<file path="config.mk">
export PLATFORM = sky130hd
export DESIGN_NAME = piece_fall
export DESIGN_NICKNAME = d
export VERILOG_FILES = /design/src/rtl/piece_fall.sv
export SDC_FILE = /design/constraint.sdc
export NUM_CORES = 1
export LEC_CHECK = 0
export CAP_MARGIN = 10
export CORE_MARGIN = 4
export CORE_UTILIZATION = 49
export DETAILED_ROUTE_END_ITERATION = 7
export GPL_TIMING_DRIVEN = 0
export PLACE_DENSITY = 0.87
export SLEW_MARGIN = 30
export SYNTH_ARGS = -nofsm -noshare
export SYNTH_HDL_FRONTEND = slang
export SYNTH_SLANG_ARGS = --single-unit
</file>
<file path="constraint.sdc">
create_clock -name clka -period 2.7 [get_ports clka]
set_clock_uncertainty 0.05 [all_clocks]
set_input_delay 0.54 -clock clka [delete_from_list [all_inputs] [get_ports clka]]
set_output_delay 0.54 -clock clka [all_outputs]
set_load 0.05 [all_outputs]
</file>
<file path="src/rtl/piece_fall.sv">
`default_nettype none
// ============================================================================
// Module      : piece_fall
// Description : Falling-piece engine for an 8-row x 4-column board.
//               Takes a freshly spawned board/piece from the clear/spawn
//               stage, applies gravity ticks and lateral moves to the
//               active piece, locks it when it can no longer descend, and
//               reports the current phase back to the clear/spawn stage.
// Revision    : 1.0 - initial release
// ----------------------------------------------------------------------------
// Ports
//   clka           in   1   clock, all state updates on the rising edge
//   restart        in   1   asynchronous reset, active low
//   board_in       in  32   board after clear/spawn, bit 4*row+col,
//                           row 0 at top, row 7 at bottom
//   board_in_valid in   1   qualifies board_in/error_in/curr_piece (GEN only)
//   curr_piece     in   2   spawned shape: 00 single, 01 pair, 10 square, 11 L
//   error_in       in   1   spawn-collision flag from clear/spawn stage
//   tick           in   1   gravity pulse
//   move_left      in   1   lateral move request towards column 0
//   move_right     in   1   lateral move request towards column 3
//   board_out      out 32   registered board including the active piece
//   state          out  3   phase code: 0 GEN, 1 FALL, 2 LOCK, 3 OVER
//   landed         out  1   high for the single LOCK cycle
//   game_over      out  1   sticky until reset
// ============================================================================
module piece_fall (
    input  logic        clka,
    input  logic        restart,
    input  logic [31:0] board_in,
    input  logic        board_in_valid,
    input  logic [1:0]  curr_piece,
    input  logic        error_in,
    input  logic        tick,
    input  logic        move_left,
    input  logic        move_right,
    output logic [31:0] board_out,
    output logic [2:0]  state,
    output logic        landed,
    output logic        game_over
);

    // ------------------------------------------------------------------------
    // Phase encoding (visible on the state port)
    // ------------------------------------------------------------------------
    localparam logic [2:0] c_ST_GEN  = 3'd0;
    localparam logic [2:0] c_ST_FALL = 3'd1;
    localparam logic [2:0] c_ST_LOCK = 3'd2;
    localparam logic [2:0] c_ST_OVER = 3'd3;

    // Edge masks: bottom row, leftmost column, rightmost column
    localparam logic [31:0] c_ROW_BOTTOM = 32'hF000_0000;
    localparam logic [31:0] c_COL_LEFT   = 32'h1111_1111;
    localparam logic [31:0] c_COL_RIGHT  = 32'h8888_8888;

    // Spawn masks, all placed in rows 0/1 around columns 1..2
    localparam logic [31:0] c_SPAWN_SINGLE = 32'h0000_0002;
    localparam logic [31:0] c_SPAWN_PAIR   = 32'h0000_0006;
    localparam logic [31:0] c_SPAWN_SQUARE = 32'h0000_0066;
    localparam logic [31:0] c_SPAWN_L      = 32'h0000_0062;

    // ------------------------------------------------------------------------
    // Registers
    // ------------------------------------------------------------------------
    logic [2:0]  r_state;
    logic [31:0] r_board;
    logic [31:0] r_act;
    logic        r_landed;
    logic        r_game_over;

    logic [2:0]  w_state_nxt;
    logic [31:0] w_board_nxt;
    logic [31:0] w_act_nxt;
    logic        w_landed_nxt;
    logic        w_game_over_nxt;

    // ------------------------------------------------------------------------
    // Candidate positions and their legality
    // ------------------------------------------------------------------------
    logic [31:0] w_fixed;
    logic [31:0] w_down;
    logic [31:0] w_left;
    logic [31:0] w_right;
    logic        w_down_blk;
    logic        w_left_blk;
    logic        w_right_blk;
    logic [31:0] w_spawn;

    // Cells that belong to the settled stack, i.e. not the moving piece
    assign w_fixed = r_board & ~r_act;

    // Shifting by one row is a shift of 4 bits; one column is 1 bit. The
    // edge masks are tested on the current piece so that a shift never
    // wraps a cell into the neighbouring row.
    assign w_down  = r_act << 4;
    assign w_left  = r_act >> 1;
    assign w_right = r_act << 1;

    assign w_down_blk  = (|(r_act & c_ROW_BOTTOM)) | (|(w_down  & w_fixed));
    assign w_left_blk  = (|(r_act & c_COL_LEFT))   | (|(w_left  & w_fixed));
    assign w_right_blk = (|(r_act & c_COL_RIGHT))  | (|(w_right & w_fixed));

    always_comb begin
        w_spawn = c_SPAWN_SINGLE;
        case (curr_piece)
            2'b00:   w_spawn = c_SPAWN_SINGLE;
            2'b01:   w_spawn = c_SPAWN_PAIR;
            2'b10:   w_spawn = c_SPAWN_SQUARE;
            default: w_spawn = c_SPAWN_L;
        endcase
    end

    // ------------------------------------------------------------------------
    // Next-state logic
    // ------------------------------------------------------------------------
    always_comb begin
        w_state_nxt     = r_state;
        w_board_nxt     = r_board;
        w_act_nxt       = r_act;
        w_landed_nxt    = 1'b0;
        w_game_over_nxt = r_game_over;

        case (r_state)
            c_ST_GEN: begin
                if (board_in_valid) begin
                    if (error_in) begin
                        // Spawn collided: board is kept as it was
                        w_state_nxt     = c_ST_OVER;
                        w_game_over_nxt = 1'b1;
                    end else begin
                        w_board_nxt = board_in;
                        w_act_nxt   = w_spawn;
                        w_state_nxt = c_ST_FALL;
                    end
                end
            end

            c_ST_FALL: begin
                // Gravity has priority; moves in a tick cycle are dropped
                if (tick) begin
                    if (w_down_blk) begin
                        w_state_nxt  = c_ST_LOCK;
                        w_landed_nxt = 1'b1;
                    end else begin
                        w_board_nxt = w_fixed | w_down;
                        w_act_nxt   = w_down;
                    end
                end else if (move_left && !move_right) begin
                    if (!w_left_blk) begin
                        w_board_nxt = w_fixed | w_left;
                        w_act_nxt   = w_left;
                    end
                end else if (move_right && !move_left) begin
                    if (!w_right_blk) begin
                        w_board_nxt = w_fixed | w_right;
                        w_act_nxt   = w_right;
                    end
                end
            end

            c_ST_LOCK: begin
                // The piece becomes part of the stack simply by dropping it
                // from the active mask; board contents are unchanged.
                w_act_nxt   = '0;
                w_state_nxt = c_ST_GEN;
            end

            c_ST_OVER: begin
                w_game_over_nxt = 1'b1;
            end

            default: begin
                w_act_nxt   = '0;
                w_state_nxt = c_ST_GEN;
            end
        endcase
    end

    // ------------------------------------------------------------------------
    // State registers
    // ------------------------------------------------------------------------
    always_ff @(posedge clka or negedge restart) begin
        if (!restart) begin
            r_state     <= c_ST_GEN;
            r_board     <= '0;
            r_act       <= '0;
            r_landed    <= 1'b0;
            r_game_over <= 1'b0;
        end else begin
            r_state     <= w_state_nxt;
            r_board     <= w_board_nxt;
            r_act       <= w_act_nxt;
            r_landed    <= w_landed_nxt;
            r_game_over <= w_game_over_nxt;
        end
    end

    assign board_out = r_board;
    assign state     = r_state;
    assign landed    = r_landed;
    assign game_over = r_game_over;

endmodule
`default_nettype wire
</file>
## Word level (Yosys, flattened, before mapping)

Cells that the tools add are included.

| cells by class | value |
|---|---|
| $mul | 0 |
| equal/unequal tests | 13 |
| magnitude comparators | 0 |
| add/subtract/negate cells | 0 |
| muxes and demuxes | 30 |
| shift operators | 0 |
| divide/modulo/power cells | 0 |
| reductions and logical operators | 18 |
| bitwise operators | 12 |

Operators with widths:

| operator | count |
|---|---|
| 32-bit 2-to-1 mux | 16 |
| 32-bit AND | 3 |
| 32-bit one-hot mux with 3 select lines | 1 |
| 32-bit OR reduction | 3 |
| 32-bit OR | 2 |
| 32-bit one-hot mux with 2 select lines | 1 |
| 31-bit by 32-bit AND with 32-bit output | 1 |
| 32-bit NOT | 1 |
| 32-bit by 31-bit OR with 32-bit output | 1 |
| 7-bit one-hot mux with 3 select lines | 1 |
| 8-bit OR reduction | 2 |
| 7-bit AND reduction | 2 |
| 4-bit != test, second input constant | 3 |
| 2-bit != test, second input constant | 5 |
| 3-bit 2-to-1 mux | 3 |
| 3-bit one-hot mux with 3 select lines | 1 |
| 1-bit 2-to-1 mux | 5 |
| 4-bit AND reduction | 1 |
| 2-bit nonzero test | 2 |
| 4-bit OR reduction | 1 |
| 3-bit by 1-bit equality test with 1-bit output, second input constant | 1 |
| 3-bit by 2-bit equality test with 1-bit output, second input constant | 1 |
| 3-bit logical NOT | 1 |
| 3-bit != test, second input constant | 1 |
| 10 further kinds | 14 |

| storage, ports and cells | value |
|---|---|
| word-level logic and storage cells | 78 |
| bits in latches | 0 |
| input port bits | 41 |
| bits in read-only memories | 0 |
| register bits | 69 |
| memories kept | 0 |
| memory bits (writable) | 0 |
| output and inout bits | 37 |

## Logic depth before layout (Yosys ltp)

Gate-level depths: netlist (run 1).

| logic depth | value |
|---|---|
| depth after elaboration | 10 |
| gate-level depth with buffers | 10 |
| depth with buffers taken out | 7 |

## Least setup slack after synthesis (run 1)

OpenSTA, ideal clock, no wires.

| timing path | value |
|---|---|
| kind | reg2reg |
| from | register r_board[21], in the netlist board_out[21] |
| to | register r_act[24] |
| clock period less this slack | 2.597 ns |
| library setup time | 0.127 ns |
| cell stages (with the launch flop) | 10 |
| slack | 0.103 ns |
| data arrival time | 2.420 ns |
| cells stage by stage | dfrtp_1 > nand3b_1 > nand4_1 > or4_1 > nor4_1 > or2_1 > and3_1 > buf_4 > buf_6 > mux2_1 |

| on the way | value |
|---|---|
| word-level cells in the longest chain between the ends | 6 |

Ends and longest elaborated chain:

| item | RTL line | RTL |
|---|---|---|
| from (decl) | 66 | `logic [31:0] r_board;` |
| from (signal assigned) | 191 | `r_board <= w_board_nxt;` |
| 32-bit AND * | 90 | `assign w_fixed = r_board & ~r_act;` |
| 32-bit AND, or another cell as far along | 101 | `assign w_right_blk = (\|(r_act & c_COL_RIGHT)) \| (\|(w_right & w_fixed));` |
| 32-bit OR reduction (on tied branches) | 101, 100, 99 |  |
| 1-bit OR (on tied branches) | 101, 100, 99 |  |
| 4-bit != test (no line) or 3-bit != test (tied branches) | -- |  |
| 7-bit AND reduction (no line) * | -- |  |
| to (signal assigned) | 192 | `r_act <= w_act_nxt;` |
| to (decl) | 67 | `logic [31:0] r_act;` |

Every way passes the cells marked *; elsewhere a longest branch is shown, timed or not.
A chain may end at the register's enable or synchronous reset.

## Worst setup path after layout (run 1)

| timing path | value |
|---|---|
| from | register r_act[7] |
| to | register r_act[7] |

| on the way | value |
|---|---|
| word-level cells in the longest chain between the ends | 7 |

Ends and longest elaborated chain:

| item | RTL line |
|---|---|
| 32-bit NOT | 90 |
| 32-bit AND | 90 |
| 32-bit AND, or another cell as far along | 101 |
| 32-bit OR reduction (on tied branches) | 101, 100, 99 |
| 1-bit OR (on tied branches) | 101, 100, 99 |
| 4-bit != test (no line) or 3-bit != test (tied branches) | -- |
| 7-bit AND reduction (no line) * | -- |

Marks and branches as above.

==> run metrics, run 1 <==
status finished with violations; failing checks negative setup slack; normalized max-slew margin 40.6%; global route overflow 0; post-DP HPWL approximately 12000 µm; area growth from synthesis to final layout 38.9%; grt met1 use between 40% and 50%; CTS tree yes; Top Usage Layer GRT met2; Total Die Area between 10000 and 15000 µm²; CP startpoint kind register; FFs w/ async S/R, synth 100%; total of max-cap violations 0; Tmin final 2.80 ns; DRC 0; worst-skew pair later-pin latency ~0.36 ns; first-pass GRT wire length roughly 27000 µm; fin crit share 104%; worst slew pin tran ~0.9 ns; final hold vios 0; Worst Path Max Fanout 7; Cells after Synth roughly 570; Yosys cell types 39; clock-pin slew on the worst setup and hold paths 0.08 ns; die height between 100 and 150 µm; overall global routing resource usage ~31%; Mapped Nets 616; fmax ~360 MHz; number of clock buffers inserted by TritonCTS 9; htree depth 3; share of layout cells above drive strength 1 between 20% and 30%; RSZ-0062 raised after global routing true; final core occ around 70%; slowest stage delay, CP slightly below 0.6 ns; reg2reg setup slack -0.10 ns; Post-synth top cells nor2_1, a21oi_1, dfrtp_1; post-route ant nets 0; post-DR wirelength/cell around 21 µm; io pins 78; critical path cell sequence clkbuf_8 > buf_8 > nand3b_1 > o211ai_1 > or4_4 > o2111ai_4 > and3_4 > buf_12 > clkbuf_16 > mux2_1; M3 GR Usage slightly above 5%; DRT Wirelength ~18000 µm; # port buffers 75; type of the worst setup path reg2reg; Total Nets Final ~730; DRT Pass-1 Iters 6; Post-synth EDFFs 0; core area ~9300 µm²; Seq/Total Area, Yosys ~36%; initial core utilization roughly 50%; Data required, critical path roughly 2.9 ns; initial antenna violation count 0; row count 35; largest area contributor in the netlist dfrtp_1; VDD IR max between 0.5 and 0.6 mV; top cell type's share of synthesized area a little over a third; CP max stage cell or4_4; chip width roughly 110 µm; R2R depth 10; Main synth FF type dfrtp_1; vias in the first global route 5025; syn_area_per_cell around 8.2 µm²; # diodes 0; total number of vias just over 5000; Final WS setup -0.103 ns; Leakage ~2.7 nW; Pwr Density approximately 1100 nW/µm²; met2 Use GR approximately 48%; Max Transition Viols Final 0; vias per cell ~6.2; endpoints failing setup 31; Seq cells post-synth between 60 and 70; endpoint class of the critical path register; largest net degree at the start of global routing 36; worst-case clock buffer depth 2; delay-heaviest family, CP simple AND/OR/NAND/NOR gates; FF-to-FF Start r_act[7]$_DFFE_PN0P_; root buffer cell clkbuf_8; most numerous cell in the Yosys netlist nor2_1; Starting DRT DRC Count 628; Synth warnings 0; RR Endpoint r_act[7]$_DFFE_PN0P_; ranking of synthesized cells by area dfrtp_1, nand3b_1, nor2_1; CTS Sinks 68; Post-Syn Area 4680 µm²; Crit path arrival time 3.00 ns; Tightest Hold Check Type in2async; hold_ws between 0.07 and 0.08 ns; worst path bufs/invs 4; Routability Congestion 0.967
[flip-flops by register name, summed over array words and instances (netlist names)]
name       count
board_out     32
game_over      1
state          2
landed         1
r_act         32
[report_power, final]
part / leakage, nW / switching, mW / internal (mW)
sequential: 0.880 / 0.432 / 1.32
combinational: 1.75 / 2.73 / 1.89
clock: 0.0889 / 0.433 / 0.353
[final cells by class]
class	instances	area, µm²
multi-input cells	433	2910
fillers	760	2780
flip-flops and latches	68	1710
repair buffers	110	1090
plain buffers	57	430
well taps	129	161
clock buffers	11	141
inverters	10	37.5
clock inverters	5	27.5
[worst max-delay path by stage]
stage / end / slack [ns] / from / cells past startpoint
5_1_grt: r_act[7]$_DFFE_PN0P_ / -0.13 / r_act[7]$_DFFE_PN0P_ / 10
4_1_cts: r_act[12]$_DFFE_PN0P_ / -0.04 / r_act[19]$_DFFE_PN0P_ / 10
6_report: r_act[7]$_DFFE_PN0P_ / -0.10 / r_act[7]$_DFFE_PN0P_ / 10
3_3_place_gp: r_act[17]$_DFFE_PN0P_ / -1.24 / restart / 1
3_5_place_dp: board_out[24]$_DFFE_PN0P_ / -0.80 / move_right / 10
2_1_floorplan: r_act[24]$_DFFE_PN0P_ / 0.10 / board_out[21]$_DFFE_PN0P_ / 9
[metrics by stage]
stage / cells / worst slack, ns / instance area [µm²] / power (mW) / setup TNS [ns]
finish: 823 / -0.103 / 6500 / 7.16 / -1.88
global route: 823 / -0.135 / 6500 / 7.48 / -3.91
CTS: 816 / -0.0397 / 6250 / 6.54 / -0.441
detailed placement: 778 / -0.805 / 5610 / 5.27 / -46.96
global placement: 777 / -1.24 / 5590 / 5.19 / -127.93
floorplan: 573 / 0.103 / 4680 / 3.99 / 0
[what timing repair did]
| item | 4_1_cts | 5_1_grt |
|---|---|---|
| setup endpoints to repair | 64 | 64 |
| hold buffers | 0 | 0 |
| buffers inserted | 26 | 6 |
| pin swaps | 12 | 13 |
| resized for setup | 74 | 112 |
| gates cloned | 1 | 1 |
[cells in the final DEF, fill, tap and decap left out, types with 4 or more instances in the layout]
| master | instances |
|---|---|
| buf_6 | 11 |
| or4_4 | 5 |
| nor2_1 | 91 |
| clkdlybuf4s50_1 | 72 |
| mux2i_1 | 29 |
| a21oi_1 | 68 |
| o21ai_0 | 17 |
| buf_2 | 5 |
| nand3b_1 | 66 |
| clkbuf_8 | 11 |
| buf_12 | 6 |
| nand3_1 | 4 |
| dfrtp_1 | 64 |
| buf_4 | 37 |
| nand4_1 | 17 |
| nand2_1 | 16 |
| clkbuf_2 | 4 |
| o21ai_2 | 8 |
| mux2_4 | 27 |
| clkinv_2 | 4 |
| inv_1 | 9 |
| dfrtp_2 | 4 |
| o21ai_1 | 44 |
| clkbuf_1 | 18 |
[layer usage]
metal  share of wire, %  up-vias  wire [µm]
met5                  0        -          0
met4                3.2        0        563
met3                9.0       60       1580
met2                 47      322       8260
met1                 41     2471       7190
li1                   -     2274          -
[cells by family after synthesis]
logic type | Yosys count | share of synthesized area (%)
buf+inv | 72 | 6.87
mux | 59 | 13.4
simple gates | 219 | 25.4
xor+xnor | 1 | 0.187
other cells | 1 | 0.0801
compound gates | 151 | 17.2
fa+ha+maj | 2 | 0.534
flops | 68 | 36.3
[worst reg2reg max path: cells and delay by family (launching register included)]
kind,cells,cell delay [ns]
AOI/OAI and AO/OA,2,0.37
buffers and inverters,4,0.58
DFF,1,0.39
muxes,1,0.32
and+or+nand+nor,3,0.98
Power figures use the tool's default switching activity.
==> inputs of run 2 (changes only) <==
SETUP_SLACK_MARGIN = 0.4   (was default)
==> run 2 against run 1 <==
- the flow still finishes with violations (negative setup slack)
- hold slack improved by 0.0057 ns
- combinational power increased by 20%
- critical path type unchanged
- sequential share of layout area decreased by 0.89 points
- count of clock-buffer cells in the layout increased by 1
- highest routed layer unchanged
==> run metrics, run 2 (synthesized netlist as in run 1, its figures left out) <==
status finished with violations; failing checks negative setup slack; fin cells 825 (+0.24%); worst-skew pair later-pin latency 0.37 ns (about the same); io pins 78 (unchanged); # port buffers 75 (unchanged); die height 106 µm (unchanged); post-route ant nets 0 (unchanged); htree depth 3 (unchanged); number of clock buffers inserted by TritonCTS 9 (unchanged); # diodes 0 (unchanged); worst slew pin tran 0.987 ns (+0.0966 ns); endpoints failing setup 41 (+32%); DRT Pass-1 Iters 7 (+1); fin crit share 107% (+3.1 points); Total Nets Final 734 (+0.27%); vias in the first global route 5391 (+7.3%); Pwr Total 8.19 mW (+14%); vias per cell 6.40 (+2.7%); initial core utilization 50.4% (unchanged); hold buffers post-CTS 0 (unchanged); Critical Path End r_act[2]$_DFFE_PN0P_; most frequent cells in the layout nor2_1, clkdlybuf4s50_1, a21oi_1; Tmin final 2.89 ns (+0.0849 ns); delay-heaviest family, CP simple AND/OR/NAND/NOR gates; Placed Cells 778 (unchanged); clock-pin slew on the worst setup and hold paths 0.09 ns (about the same); Placement Cell Area 5750 µm² (+2.5%); largest net degree at the start of global routing 37 (+2.8%); root buffer cell clkbuf_8; type of the worst setup path reg2reg; Max Transition Viols Final 0 (unchanged); global route overflow 0 (unchanged); VDD IR max 0.913 mV (+59%); critical path cell sequence buf_2 > and3b_1 > a31oi_1 > nand4_1 > nor4_4 > or2_1 > and3_4 > buf_12 > clkbuf_16 > buf_6 > mux2i_1; normalized max-slew margin 34.2% (-6.4 points); core area 9280 µm² (unchanged); overall global routing resource usage 35.6% (+4.8 points); worst path bufs/invs 4 (unchanged); CTS Sinks 68 (unchanged); initial antenna violation count 0 (unchanged); Design Area, Final 6860 µm² (+5.5%); Data required, critical path 2.92 ns (+0.02 ns); endpoint class of the critical path register; post-DP HPWL 13400 µm (+13%); row count 35 (unchanged); total number of vias 5279 (+3.0%); Tightest Hold Check Type in2async; reg2reg setup slack -0.19 ns (-0.08 ns); Starting DRT DRC Count 668 (+6.4%); WP depth 11 (+1); DRT Wirelength 20300 µm (+16%); Crit path arrival time 3.11 ns (+0.11 ns); commonest non-fill, non-tap cell in the layout nor2_1; CP startpoint kind register; FF-to-FF Start r_act[15]$_DFFE_PN0P_; area growth from synthesis to final layout 46.6%; first-pass GRT wire length 30600 µm (+12%); total of max-cap violations 0 (unchanged); share of layout cells above drive strength 1 29.9% (+9.0 points); CTS tree yes; final hold vios 0 (unchanged); fill cell count 702 (-7.6%); Pwr Density 1190 nW/µm² (+8.4%); R2R depth 11 (+1); RR Endpoint r_act[2]$_DFFE_PN0P_; worst-case clock buffer depth 2 (unchanged); CP max stage cell dfrtp_1; Worst Setup SP r_act[15]$_DFFE_PN0P_; Worst Path Max Fanout 10 (+3); post-DR wirelength/cell 24.6 µm (+15%); slowest stage delay, CP 0.39 ns (-0.20 ns); Leakage 2.84 nW (+4.5%); fmax 346 MHz (-2.9%); Total Die Area 11200 µm² (unchanged); chip width 106 µm (unchanged); Final WS setup -0.188 ns (-0.0849 ns); RSZ-0062 raised after global routing true; Routability Congestion 0.943 (-2.5%); DRC 0 (unchanged)
==> run 2: cell types whose count changed in the layout (fill, tap and decap cells not counted), moves of 3 or more <==
| cell | change |
|---|---|
| dlymetal6s2s_1 | +3 |
| dfrtp_2 | +26 |
| o21ai_0 | -8 |
| dfrtp_1 | -26 |
| buf_2 | +4 |
| o21ai_2 | +28 |
| clkbuf_16 | +9 |
| buf_4 | -10 |
| o21ai_1 | -25 |
| o21ai_4 | +5 |
| clkbuf_2 | +3 |
==> run 2: power breakdown <==
group	total [mW]	switching (mW)	internal (mW)	leakage, nW
logic	5.55	3.23	2.33	1.91
clock network	0.795	0.439	0.357	0.0824
registers	1.85	0.491	1.35	0.849
total	8.19	4.15	4.04	2.84
==> run 2: timing repair <==
action                                 CTS  global route
endpoints found under the hold margin    0             0
pin swaps                               28             9
gates resized for setup                122            35
setup endpoints to repair               64            66
gates cloned                             6             3
setup buffers                           19             3
==> run 2: final cells by class <==
cell class | instances | area, µm² | share of cell area (%)
inverters | 10 | 37.5 | 0.547
multi-input cells | 433 | 3080 | 44.9
well taps | 129 | 161 | 2.35
plain buffers | 62 | 532 | 7.75
clock buffers | 12 | 145 | 2.11
repair buffers | 107 | 1140 | 16.6
flip-flops and latches | 68 | 1740 | 25.3
clock inverters | 4 | 25.0 | 0.365
==> run 2: per-layer routing <==
metal | vias up | GRT usage [%] | wire, µm
met5 | - | 0 | 0
met4 | 0 | 12.4 | 739
met3 | 75 | 7.10 | 2050
met2 | 383 | 58.1 | 9400
met1 | 2546 | 46.9 | 8150
li1 | 2275 | - | -
==> run 2: how the worst min path moves through the flow <==
| stage | start | to | slack [ns] | cells after the start |
|---|---|---|---|---|
| final | restart | board_out[12]$_DFFE_PN0P_ | 0.08 | 1 |
| after global routing | restart | board_out[9]$_DFFE_PN0P_ | 0.09 | 1 |
| after CTS | restart | r_act[11]$_DFFE_PN0P_ | 0.08 | 1 |
| after detailed placement | game_over$_DFFE_PN0P_ | game_over$_DFFE_PN0P_ | 0.43 | 2 |
| after global placement | game_over$_DFFE_PN0P_ | game_over$_DFFE_PN0P_ | 0.42 | 2 |
| after floorplan | restart | board_out[0]$_DFFE_PN0P_ | 0.19 | 0 |
==> run 2: worst register-to-register path, stage by stage (launching register included) <==
cell and delay, ns:
dfrtp_1 0.39, buf_2 0.27, and3b_1 0.21, a31oi_1 0.21, nand4_1 0.18, nor4_4 0.34, or2_1 0.22, and3_4 0.22
buf_12 0.15, clkbuf_16 0.17, buf_6 0.12, mux2i_1 0.25
==> run 2: metrics by stage <==
stage          utilization, %  hold slack (ns)  worst slack, ns  TNS [ns]
6_report                 73.9           0.0806           -0.188     -3.93
3_3_place_gp             61.7            0.424            -1.52   -124.41
2_1_floorplan               -            0.194            0.235         0
5_1_grt                  73.9           0.0944           -0.213     -7.03
4_1_cts                  71.8           0.0835           -0.106     -2.35
3_5_place_dp             61.9            0.432           -0.583    -31.37
==> variant: new RTL, flow settings as in run 1 <==
Remove the register `r_landed`: a continuous assignment takes its place, so the output `landed` follows one clock earlier.
--- a/src/rtl/piece_fall.sv
+++ b/src/rtl/piece_fall.sv
@@ -184,16 +184,16 @@
             r_state     <= c_ST_GEN;
             r_board     <= '0;
             r_act       <= '0;
-            r_landed    <= 1'b0;
             r_game_over <= 1'b0;
         end else begin
             r_state     <= w_state_nxt;
             r_board     <= w_board_nxt;
             r_act       <= w_act_nxt;
-            r_landed    <= w_landed_nxt;
             r_game_over <= w_game_over_nxt;
         end
     end
+
+    assign r_landed = w_landed_nxt;
 
     assign board_out = r_board;
     assign state     = r_state;
Formal check against the unedited RTL: not equivalent (Yosys sat finds a counterexample within 4 cycles, from zero or initial values).
==> variant against run 1 <==
The flow still finishes with violations (setup timing). Area after synthesis is 0.53% lower. Largest cell class unchanged. Sequential cell count is 1 lower. Global-route usage is 0.97 points higher. Cell area is 1.1% lower. Final cell count is 1.2% lower. Setup slack worse by 9.5 ps. Wire length is 2.2% higher. Count of clock-buffer cells in the layout is 1 higher. Clock power is 2.9% lower. Total power is 2.9% higher.
==> variant: results (changes against run 1) <==
Drt
  • Avg WL per Cell: 22.1 um (+3.4%)
  • Router iterations before antenna repair: 5 (-1)
  • Vias: 5073 (-1.1%)
  • 1st-iter DRT viols: 517 (-18%)

Logic synthesis
  • Synth unique cells: 39 (unchanged)
  • Top cell types by occurrence after synthesis: nor2_1 (91), a21oi_1 (68), dfrtp_1 (67), nand3b_1 (66), o21ai_0 (62)
  • Synth Net Count: 615 (-0.16%)
  • Post-synthesis adder-cell area fraction: 0.537% (+0.0029 points)
  • Yosys warns: 0 (unchanged)
  • Syn_area_per_cell: 8.14 um2 (-0.36%)
  • Synth Flop Type: dfrtp_1
  • Xor/xnor share of the synthesized area: 0.188% (+0.0010 points)
  • Largest cells by area after synthesis: dfrtp_1 (36%), nand3b_1 (11%), nor2_1 (7.3%), a21oi_1 (7.3%), mux2_1 (6.8%)
  • Async SR Flop Fraction: 100% (unchanged)
  • Sequential cell area fraction in the yosys report: 36.0% (-0.34 points)
  • Mux contribution to synthesized area: 13.5% (+0.072 points)
  • Synth Area in Compound Gates: 17.3% (+0.092 points)

Finish
  • Fillers: 735 (-3.3%)
  • Layout Nets: 723 (-1.2%)
  • Layout cells sized above 1: 20.5% (-0.43 points)
  • ANT cells: 0 (unchanged)
  • Final Non-Filler Cells: 813 (-1.2%)

Global route
  • Pin count of the biggest net entering global routing: 36 (unchanged)
  • GRT Total Usage: 31.8% (+0.97 points)
  • First-pass GRT wire length: 27900 um (+2.4%)
  • Congestion Overflow GR: 0 (unchanged)
  • Vias in the first global route: 5041 (+0.32%)
  • Initial antenna violation count: 0 (unchanged)

Place
  • Port bufs: 75 (unchanged)
  • Placed insts: 777 (-0.13%)
  • GPL Wtd Cong: 0.976 (+0.95%)
  • DP HPWL: 11900 um (+1.4%)
  • Pre-CTS WS: -862 ps (-57.6 ps)

Job
  • Max cap viols: 0 (unchanged)

Setup path
  • Cells on worst reg2reg path: 11 (+1)
  • Crit Path Max Fanout: 7 (unchanged)
  • Crit path DAT: 3000 ps (about the same)

Clock tree
  • Clock Tree Buf Depth: 2 (unchanged)
  • Reg clk slew, reported paths: 80 ps (about the same)
  • Clock Latency Late Sink: 350 ps
  • Root Buffer Master: clkbuf_8
  • H-tree levels: 3 (unchanged)
  • CTS buffer count: 9 (unchanged)

Power and ir drop
  • Peak supply drop: 0.592 mV (+3.0%)
  • Leak: 2.67 nW (-1.6%)

Run status
  • Failing checks: setup timing
  • Status: finished with violations

STA
  • Setup Viol. Count Final: 33 (+6.5%)
  • Hold Slack: 80.5 ps (+5.62 ps)
  • Worst-Margin Slew: 956 ps (+65.3 ps)
  • Fin Setup TNS: -2220 ps (-347 ps)
  • Final WS setup: -113 ps (-9.51 ps)
[variant: cell types whose count changed after synthesis, sizes merged]
cell   change
dfrtp      -1
[variant: timing repair]
| action | in CTS | in global routing |
|---|---|---|
| buffers inserted | 18 | 5 |
| gates cloned | 2 | 2 |
| resized for setup | 107 | 69 |
| hold buffers | 0 | 0 |
| pin swaps | 14 | 8 |
| setup endpoints to repair | 65 | 65 |
[variant: through the flow]
step	instance area [um2]	power, mW	utilization (%)
4_1_cts	6220	6.81	67.4
2_1_floorplan	4660	3.97	-
3_3_place_gp	5570	5.21	60.3
3_5_place_dp	5590	5.29	60.5
5_1_grt	6430	7.64	69.6
6_report	6430	7.37	69.6
[variant: critical path, stage by stage, from the launching register on]
cell,delay [ps]
dfrtp_1,400
buf_6,130
nand3b_1,130
nand4_1,140
or4_4,550
nor4_4,250
or2_1,200
and3_4,200
buf_12,170
buf_6,120
buf_6,80
mux2_4,280
[variant: worst paths after layout]
check                                                 end                   from
worst min register to register      game_over$_DFFE_PN0P_  game_over$_DFFE_PN0P_
worst min-delay path                game_over$_DFFE_PN0P_                restart
min in group clka                   game_over$_DFFE_PN0P_  game_over$_DFFE_PN0P_
max in group asynchronous       board_out[18]$_DFFE_PN0P_                restart
worst max register to register       r_act[0]$_DFFE_PN0P_   r_act[9]$_DFFE_PN0P_
worst max-delay path                 r_act[0]$_DFFE_PN0P_   r_act[9]$_DFFE_PN0P_
[variant: area by class of cell]
| class | instances | area [um2] | area share (%) |
|---|---|---|---|
| Multi-Input combinational cell | 433 | 2900 | 45.1 |
| Sequential cell | 67 | 1690 | 26.2 |
| Timing Repair Buffer | 103 | 1070 | 16.6 |
| Buffer | 56 | 417 | 6.48 |
| Tap cell | 129 | 161 | 2.51 |
| Clock buffer | 12 | 145 | 2.26 |
| Inverter | 10 | 37.5 | 0.584 |
| Clock inverter | 3 | 15.0 | 0.233 |
[variant: cells by family after synthesis]
kind of cell / after synthesis
xor gates and xnor gates: 1
buffers and inverters: 72
adders and majority gates: 2
AOI/OAI and AO/OA: 151
DFF: 67
muxes: 59
other: 1
and+or+nand+nor: 219
[variant: metal layers]
| layer | vias to the layer above | wire length, um | track usage, % |
|---|---|---|---|
| li1 | 2249 | - | - |
| met1 | 2450 | 7460 | 44.5 |
| met2 | 309 | 8210 | 48.2 |
| met3 | 65 | 1630 | 5.70 |
| met4 | 0 | 666 | 13.5 |
| met5 | - | 0 | 0 |
[variant: where the power goes]
group	switching [mW]	leakage, nW	internal (mW)
Sequential	0.430	0.859	1.30
Clock	0.413	0.0860	0.350
Combinational	2.86	1.73	2.02
Total	3.70	2.67	3.67
